### config.mk
export PLATFORM = sky130hd
export DESIGN_NAME = cdc_xfer_scheduler
export DESIGN_NICKNAME = d
export VERILOG_FILES = /design/src/rtl/cdc_xfer_scheduler_pkg.sv /design/src/rtl/cdc_xfer_scheduler_rr_arbiter.sv /design/src/rtl/cdc_xfer_scheduler.sv
export SDC_FILE = /design/constraint.sdc
export NUM_CORES = 1
export LEC_CHECK = 0
export ABC_AREA = 1
export CELL_PAD_IN_SITES_DETAIL_PLACEMENT = 0
export CELL_PAD_IN_SITES_GLOBAL_PLACEMENT = 1
export CORE_AREA = 4 4 72 91
export DETAILED_ROUTE_END_ITERATION = 10
export DIE_AREA = 0 0 76 95
export GPL_TIMING_DRIVEN = 0
export PLACE_DENSITY = 0.86
export SYNTH_ARGS = -nofsm -noshare
export SYNTH_HDL_FRONTEND = slang
export SYNTH_SLANG_ARGS = --single-unit
### constraint.sdc
create_clock -name aclk -period 3.6 [get_ports aclk]
set_clock_uncertainty 0.15 [all_clocks]
set_input_delay 0.36 -clock aclk [delete_from_list [all_inputs] [get_ports aclk]]
set_output_delay 0.36 -clock aclk [all_outputs]
set_load 0.1 [all_outputs]
### src/rtl/cdc_xfer_scheduler_pkg.sv
// cdc_xfer_scheduler_pkg: FSM encoding, default timing constants and a
// round-robin helper shared by the scheduler and its arbiter.
// Latency: n/a (declarations only). Backpressure: n/a.
package cdc_xfer_scheduler_pkg;

  typedef logic [1:0] state_t;

  localparam logic [1:0] ST_IDLE  = 2'd0;
  localparam logic [1:0] ST_SETUP = 2'd1;
  localparam logic [1:0] ST_WAIT  = 2'd2;
  localparam logic [1:0] ST_FAULT = 2'd3;

  localparam int DEF_SETUP_CYC = 2;
  localparam int DEF_TIMEOUT   = 255;

  // Index after idx in a ring of n requesters (wraps n-1 -> 0 even when n
  // is not a power of two).
  function automatic int rr_next(input int idx, input int n);
    return (idx >= n - 1) ? 0 : idx + 1;
  endfunction

endpackage

### src/rtl/cdc_xfer_scheduler_rr_arbiter.sv
// rr_arbiter: combinational round-robin pick, search starts at ptr_i.
// Latency: 0 cycles (pure logic). Backpressure: none; caller masks req_i.
// Ports: req_i request vector, ptr_i highest-priority index, gnt_o one-hot grant.
module rr_arbiter #(
  parameter int N  = 4,
  parameter int PW = 2
) (
  input  logic [N-1:0]  req_i,
  input  logic [PW-1:0] ptr_i,
  output logic [N-1:0]  gnt_o
);

  logic          found;
  logic [PW-1:0] idx;

  always_comb begin
    gnt_o = '0;
    found = 1'b0;
    idx   = '0;
    for (int k = 0; k < N; k++) begin
      idx = PW'((int'(ptr_i) + k) % N);
      if (!found && req_i[idx]) begin
        gnt_o[idx] = 1'b1;
        found      = 1'b1;
      end
    end
  end

endmodule

### src/rtl/cdc_xfer_scheduler.sv
// cdc_xfer_scheduler: round-robin scheduler driving a toggle-flag CDC handshake.
// Latency: grant in the request cycle; cdc_flag toggles SETUP_CYC cycles later; IDLE on echoed ack.
// Backpressure: one transfer in flight; req_ready is low outside IDLE, in FAULT and for one cycle after reset.
// Ports: req_valid/req_data/req_ready  requester side (valid-ready, one-hot ready)
//        cdc_data/cdc_flag/ack_flag    synchroniser side (toggle flag, synchronised echo)
//        grant_id/busy/timeout_err     status
module cdc_xfer_scheduler
  import cdc_xfer_scheduler_pkg::*;
#(
  parameter int NUM_REQ   = 4,
  parameter int WIDTH     = 8,
  parameter int SETUP_CYC = DEF_SETUP_CYC,
  parameter int TIMEOUT   = DEF_TIMEOUT
) (
  input  logic                       aclk,
  input  logic                       aresetn,
  input  logic [NUM_REQ-1:0]         req_valid,
  input  logic [NUM_REQ*WIDTH-1:0]   req_data,
  output logic [NUM_REQ-1:0]         req_ready,
  output logic [WIDTH-1:0]           cdc_data,
  output logic                       cdc_flag,
  input  logic                       ack_flag,
  output logic [$clog2(NUM_REQ)-1:0] grant_id,
  output logic                       busy,
  output logic                       timeout_err
);

  localparam int IDW = $clog2(NUM_REQ);
  localparam int SCW = $clog2(SETUP_CYC + 1);
  localparam int TCW = $clog2(TIMEOUT + 1);
  localparam logic [SCW-1:0] SETUP_LAST = SCW'(SETUP_CYC - 1);
  localparam logic [TCW-1:0] WAIT_LIMIT = TCW'(TIMEOUT);

  state_t           state_q,     state_d;
  logic [SCW-1:0]   setup_cnt_q, setup_cnt_d;
  logic [TCW-1:0]   wait_cnt_q,  wait_cnt_d;
  logic [IDW-1:0]   ptr_q,       ptr_d;
  logic [WIDTH-1:0] data_q,      data_d;
  logic             flag_q,      flag_d;
  logic [IDW-1:0]   gid_q,       gid_d;
  logic             terr_q,      terr_d;
  // Low during reset and for the first cycle after release, so no grant can
  // be taken on the edge where aresetn rises.
  logic             arm_q;

  logic [NUM_REQ-1:0] arb_req;
  logic [NUM_REQ-1:0] arb_gnt;
  logic [WIDTH-1:0]   sel_data;
  logic [IDW-1:0]     sel_idx;
  logic [IDW-1:0]     sel_next;
  logic               grant_vld;
  logic               ack_match;
  logic [TCW-1:0]     wait_inc;

  assign arb_req = req_valid & {NUM_REQ{(state_q == ST_IDLE) && arm_q}};

  rr_arbiter #(
    .N  (NUM_REQ),
    .PW (IDW)
  ) u_rr_arbiter (
    .req_i (arb_req),
    .ptr_i (ptr_q),
    .gnt_o (arb_gnt)
  );

  // One-hot grant -> payload, index and next round-robin start point.
  always_comb begin
    sel_data = '0;
    sel_idx  = '0;
    sel_next = '0;
    for (int i = 0; i < NUM_REQ; i++) begin
      if (arb_gnt[i]) begin
        sel_data = req_data[i*WIDTH +: WIDTH];
        sel_idx  = IDW'(i);
        sel_next = IDW'(rr_next(i, NUM_REQ));
      end
    end
  end

  assign grant_vld = |arb_gnt;
  assign ack_match = (ack_flag == flag_q);
  // Saturating so a stuck count can never wrap back below the limit.
  assign wait_inc  = (wait_cnt_q == WAIT_LIMIT) ? wait_cnt_q : wait_cnt_q + TCW'(1);

  always_comb begin
    state_d     = state_q;
    setup_cnt_d = setup_cnt_q;
    wait_cnt_d  = wait_cnt_q;
    ptr_d       = ptr_q;
    data_d      = data_q;
    flag_d      = flag_q;
    gid_d       = gid_q;
    terr_d      = terr_q;
    case (state_q)
      ST_IDLE: begin
        if (grant_vld) begin
          data_d      = sel_data;
          gid_d       = sel_idx;
          ptr_d       = sel_next;
          setup_cnt_d = '0;
          state_d     = ST_SETUP;
        end
      end
      ST_SETUP: begin
        if (setup_cnt_q == SETUP_LAST) begin
          flag_d      = ~flag_q;
          setup_cnt_d = '0;
          wait_cnt_d  = '0;
          state_d     = ST_WAIT;
        end else begin
          setup_cnt_d = setup_cnt_q + SCW'(1);
        end
      end
      ST_WAIT: begin
        // An ack arriving on the limit cycle wins over the timeout.
        if (ack_match) begin
          state_d = ST_IDLE;
        end else begin
          wait_cnt_d = wait_inc;
          if (wait_inc == WAIT_LIMIT) begin
            terr_d  = 1'b1;
            state_d = ST_FAULT;
          end
        end
      end
      ST_FAULT: begin
        if (ack_match) begin
          terr_d  = 1'b0;
          state_d = ST_IDLE;
        end
      end
      default: state_d = ST_IDLE;
    endcase
  end

  always_ff @(posedge aclk or negedge aresetn) begin
    if (!aresetn) begin
      state_q     <= ST_IDLE;
      setup_cnt_q <= '0;
      wait_cnt_q  <= '0;
      ptr_q       <= '0;
      data_q      <= '0;
      flag_q      <= 1'b0;
      gid_q       <= '0;
      terr_q      <= 1'b0;
      arm_q       <= 1'b0;
    end else begin
      state_q     <= state_d;
      setup_cnt_q <= setup_cnt_d;
      wait_cnt_q  <= wait_cnt_d;
      ptr_q       <= ptr_d;
      data_q      <= data_d;
      flag_q      <= flag_d;
      gid_q       <= gid_d;
      terr_q      <= terr_d;
      arm_q       <= 1'b1;
    end
  end

  assign req_ready   = arb_gnt;
  assign cdc_data    = data_q;
  assign cdc_flag    = flag_q;
  assign grant_id    = gid_q;
  assign busy        = (state_q != ST_IDLE);
  assign timeout_err = terr_q;

endmodule

After elaboration in Yosys (flattened, before gate mapping)
Index checks and enable logic that the tools add are counted.
- bits in registers: 27
- word-level logic and storage cells: 114
- output and inout bits: 17
- bits of input ports: 39
- add/sub/neg operators: 5
- bitwise operators: 5
- magnitude comparators: 8
- mux-type cells: 51
- reduce and logical (&&, ||, !) cells: 23
- eq/ne operators: 13
- operators by type and width (cell ; number):
    $mux W8 ; 7
    $mux W2 ; 12
    $eq A8 B8 Y1 const B ; 2
    $mux W1 ; 16
    $mux W4 ; 4
    $pmux W8 S2 ; 1
    $lt A2 B3 Y1 const B ; 4
    $or A4 B4 Y4 ; 3
    $ne A2 B2 Y1 const B ; 5
    $add A8 B1 Y8 const B ; 1
    $bmux W1 S2 ; 4
    $demux W1 S2 ; 4
    $ge A2 B1 Y1 const B ; 4
    $logic_and A1 B1 Y1 ; 8
    $pmux W2 S4 ; 1
    $reduce_and A4 Y1 ; 2
    $reduce_bool A2 Y1 ; 4
    $reduce_and A2 Y1 ; 3
    $add A2 B1 Y2 const B ; 2
    $add A2 B2 Y2 const B ; 2
    $and A4 B4 Y4 ; 1
    $eq A2 B1 Y1 const B ; 2
    $eq A2 B2 Y1 const B ; 2
    $pmux W2 S2 ; 1
    other kinds (8) ; 10

Logic depth before layout (Yosys ltp)
- depth after elaboration: 19
- gate-level depth with buffers: 15
- mapped depth without buffers: 14

Hierarchy
Synthesis repeated with hierarchy kept, for this count alone.
- cells, all modules: 283
- area total of the unflattened synthesis: 1985.7 um^2
- by module, submodules not included (module ; cells an instance ; instances ; sequential area each (um^2) ; area each (um^2)):
    cdc_xfer_scheduler ; 210 ; 1 ; 675.6 ; 1586.5
    rr_arbiter ; 73 ; 1 ; 0.0 ; 399.1

Worst setup path after synthesis
Ideal clock, no wire load.
- path kind: reg-to-reg
- from: register ptr_q[0]
- to: register data_q[0], in the netlist cdc_data[0]
- path slack: 1.016 ns
- path buffers: 1
- clock period less this slack: 2.584 ns
- arrival time: 2.360 ns
- cell stages (with the launch flop): 14
- cell sequence: dfrtp_1 inv_2 ha_1 inv_1 nand3_1 nand2_1 nor2_1 nand3_1 nand3_2 buf_2 nand3_1 nand2_1 nand2_1 a21oi_2
- elaborated cells on any way between the ends: 53
- classes of those cells: add/sub: 3; order compare: 8; mux: 27; bitwise: 3; reduce/logical: 12
- RTL lines (element ; RTL line ; source):
    from (decl) ; cdc_xfer_scheduler.sv:37 ; logic [IDW-1:0] ptr_q, ptr_d;
    from (signal assigned) ; cdc_xfer_scheduler.sv:151 ; ptr_q <= ptr_d;
    branches (longest 11 deep; another with $lt A2 B3 Y1) ; -- ;
    $mux W4 * ; cdc_xfer_scheduler_rr_arbiter.sv:22 ; if (!found && req_i[idx]) begin
    via req_ready[1] ; cdc_xfer_scheduler.sv:19 ; output logic [NUM_REQ-1:0] req_ready,
    $mux W8 (3 in series) ; cdc_xfer_scheduler.sv:72 ; if (arb_gnt[i]) begin
    to (signal assigned) ; cdc_xfer_scheduler.sv:152 ; data_q <= data_d;
    to (decl) ; cdc_xfer_scheduler.sv:38 ; logic [WIDTH-1:0] data_q, data_d;
Mark *: on every way through the listed nets, which the timed path passes. The select of a mux whose other input is x is not followed.
A chain may end at the register's enable or synchronous reset.

Worst setup path after layout
- from: register ptr_q[0]
- to: output port req_ready[1]
- longest elaborated chain between the ends: 12
- elaborated cells on any way between the ends: 47
- classes of those cells: add/sub: 3; order compare: 8; mux: 23; bitwise: 3; reduce/logical: 10
- ends and longest elaborated chain (element ; RTL line):
    branches (longest 11 deep; another with $lt A2 B3 Y1) ; --
    $mux W4 * ; cdc_xfer_scheduler_rr_arbiter.sv:22
    to (decl) ; cdc_xfer_scheduler.sv:19
Every way passes the cells marked *. The select of a mux whose other input is x is not followed.

==> flow_summary.ini <==
[status]
result_of_the_run = completed

[placement]
post_dp_hpwl_um = 4109
place_congestion = 0.8469
post-place-ws_ns = -0.03820
port_buffers = 55

[timing]
timing.fmax_mhz = 296.8
period_minus_slack_ns = 3.370
grt_setup_unrepaired = false
rel_slew_slack_pct = 33.19
setup_viol = 0
timing.final.ws_setup_ns = 0.2302
timing_max_transition_violations_final = 0
worstMarginPinSlew_ns = 0.9990
final.period_utilization_pct = 93.61
report.final.hold_viol_count = 0

[finish]
final_net_count = 396
post-route-util_pct = 46.98
layout-area-overhead-vs-synth_pct = 34.23
final.fill_count = 598
antenna-diode-count = 0
post_route_cells_drive_above_1_share_pct = 10.92

[critical_path]
cp-endpoint = req_ready[1]
crit_path_end_kind = output pin
regToRegStartpoint = ptr_q[0]
worst_path_fanout_max = 10
worst-r2r-cell-count = 13
timing.critical_path.from = ptr_q[0]
regToRegEndpoint = cdc_data[2]
rrSetupSlack_ns = 0.96
critical_path_required_ns = 3.09
critical_path.startpoint_type = flip-flop
timing_worst_setup_path_type = flip-flop to output pin
crit_arrival_ns = 2.86

[drt]
violation_count_after_the_first_detailed_route_iteration = 25
via_count_of_the_routed_design = 2013
detailedRoute.firstPassIterationCount = 4
post_drt_via_cell_ratio = 4.862
wl_per_cell_um = 12.71
detail_route.wirelength_um = 5260
detail-route-antenna-nets = 0
drcViolationCount = 0

[die]
ios = 56
floorplan.die.width_um = 76
core_mm2 = 0.005702
die-area_mm2 = 0.007220
floorplan.initialDensity_pct = 35.00
row_count = 31
die_h_um = 95

[synthesis]
syn-num-nets = 335
synth.yosys.seq_area_share_pct = 33.86
synth_area_mm2 = 0.001996
synth.lib_cells_used.distinct = 28
postSynthCellCount = 288
ys_ff_latch = 27
synthArstFlopShare_pct = 100.0
synth_top_area_share_pct = 33.86
avgSynthCellArea_um2 = 6.929
post_synth_main_area_contributors = dfrtp_1 34%, nand2_1 16%, nand3_1 11%
synth.largest_area_cell = dfrtp_1
synth_ff_type = dfrtp_1
synth_enable_flop_cells = 0
synth-warning-count = 0

[clock_network]
path_clk_slew_ns = 0.10
root_buffer = clkbuf_8
h-tree-depth = 1
cts_tree = yes
cts_buffers = 3
cts_post_setup_buffers_inserted = 0
clock_sink_count = 27
clock_tree.buffer_depth = 2
clk-insertion-delay-late_ns = 0.27

[min_path]
worst_hold_path_type = flip-flop to flip-flop

[global_routing]
groute.usage.overall_pct = 14.25
grt_first_pass_wirelength_um = 8625
grt_remaining_overflow = 0
grt_max_degree = 28
vias_in_the_first_global_route = 1911
antenna_found_initial = 0

[run]
cap_violations = 0
==> repair_timing <==
| item | 4_1_cts | 5_1_grt |
|---|---|---|
| hold buffers | 0 | 1 |
| hold endpoints to repair | 0 | 26 |
| gates resized for setup | 10 | 2 |
| setup endpoints to repair | 4 | 1 |
==> critical path, stage by stage (launching register included) <==
cell,delay (ns)
dfrtp_1,0.54
inv_2,0.15
ha_1,0.34
inv_1,0.06
nand3_1,0.07
nand2_1,0.06
nor2_1,0.24
nand3_1,0.16
nand3_2,0.14
buf_2,0.22
clkdlybuf4s15_2,0.58
==> sequential cells by signal, summed over array words and instances, names as in the netlist <==
register and cells:
setup_cnt_q 2, wait_cnt_q 8, cdc_data 8, timeout_err 1, grant_id 2, state_q 2, cdc_flag 1, ptr_q 2
arm_q 1
==> logic make-up (layout without fill, tap and decap cells) <==
family | Yosys count | in the layout | synth area share, %
AO/OA/AOI/OAI | 28 | 28 | 9.153
XOR/XNOR | 6 | 6 | 2.633
adder cells (fa/ha/maj) | 8 | 8 | 5.016
buffers and inverters | 29 | 89 | 6.081
flip-flops | 27 | 27 | 33.86
other | 1 | 1 | 0.1879
AND/OR/NAND/NOR | 189 | 189 | 43.07
==> metrics by stage <==
| step | cells | area (µm²) | hold WS (ns) | TNS (ns) |
|---|---|---|---|---|
| 2_1_floorplan | 288 | 1996 | -0.08559 | 0 |
| 3_3_place_gp | 409 | 2629 | 0.3234 | -0.04891 |
| 3_5_place_dp | 409 | 2629 | 0.3277 | -0.06845 |
| 4_1_cts | 413 | 2678 | 0.3720 | 0 |
| 5_1_grt | 414 | 2679 | 0.3850 | 0 |
| 6_report | 414 | 2679 | 0.3675 | 0 |
==> cells in the final DEF, fill, tap and decap left out, types with 3 or more instances in the layout <==
master            n
o21ai_0           8
clkbuf_8          3
nor2_1           35
nand3_1          45
a21oi_1           4
ha_1              8
inv_1            19
dfrtp_1          27
clkdlybuf4s50_1  50
clkdlybuf4s15_2   3
nand2_1          86
inv_2             3
a21oi_2           8
nand4_1           9
xor2_1            4
nand3_2           3
o21ai_1           3
nor2_4            3
buf_2             5
nand2_2           4
==> worst min path at each step <==
| stage | startpoint | depth (start not counted) | endpoint | slack [ns] |
|---|---|---|---|---|
| 2_1_floorplan | aresetn | 0 | arm_q | -0.09 |
| 3_3_place_gp | setup_cnt_q[1] | 1 | setup_cnt_q[1] | 0.32 |
| 3_5_place_dp | setup_cnt_q[1] | 1 | setup_cnt_q[1] | 0.33 |
| 4_1_cts | grant_id[0] | 1 | grant_id[0] | 0.37 |
| 5_1_grt | setup_cnt_q[1] | 1 | setup_cnt_q[1] | 0.39 |
| 6_report | grant_id[0] | 1 | grant_id[0] | 0.37 |
==> layer usage <==
| layer | GRT usage, % | vias up | routed length (µm) |
|---|---|---|---|
| met2 | 26.64 | 29 | 2751 |
| met1 | 17.26 | 923 | 2308 |
| met4 | 4.006 | 0 | 44 |
| li1 | - | 1059 | - |
| met5 | 0 | - | 0 |
| met3 | 1.336 | 2 | 155 |
==> cell type report <==
cell class / instances / area, µm² / share of cell area [%]
clock buffers: 3 / 41.29 / 1.541
well taps: 66 / 82.58 / 3.083
clock inverters: 1 / 5.005 / 0.1868
inverters: 22 / 82.58 / 3.083
multi-input cells: 232 / 1199 / 44.75
flip-flops and latches: 27 / 675.6 / 25.22
plain buffers: 7 / 38.79 / 1.448
repair buffers: 56 / 554.3 / 20.69
==> synthesized netlist by cell type (2+ instances only) <==
library cell,count
nand3_1,45
xnor2_1,2
o22ai_1,2
ha_1,8
nand2_1,86
nor2_2,2
a21oi_2,8
o21ai_1,3
a21oi_1,4
inv_2,3
inv_1,19
o21ai_0,8
nand2_2,4
dfrtp_1,27
o21a_1,2
nor2_1,35
nor2_4,3
xor2_1,4
nand4_1,9
nand3_2,3
buf_2,4
Power is not shown: default switching activity piles up to over one toggle a cycle in this logic, so the estimate is an artifact.
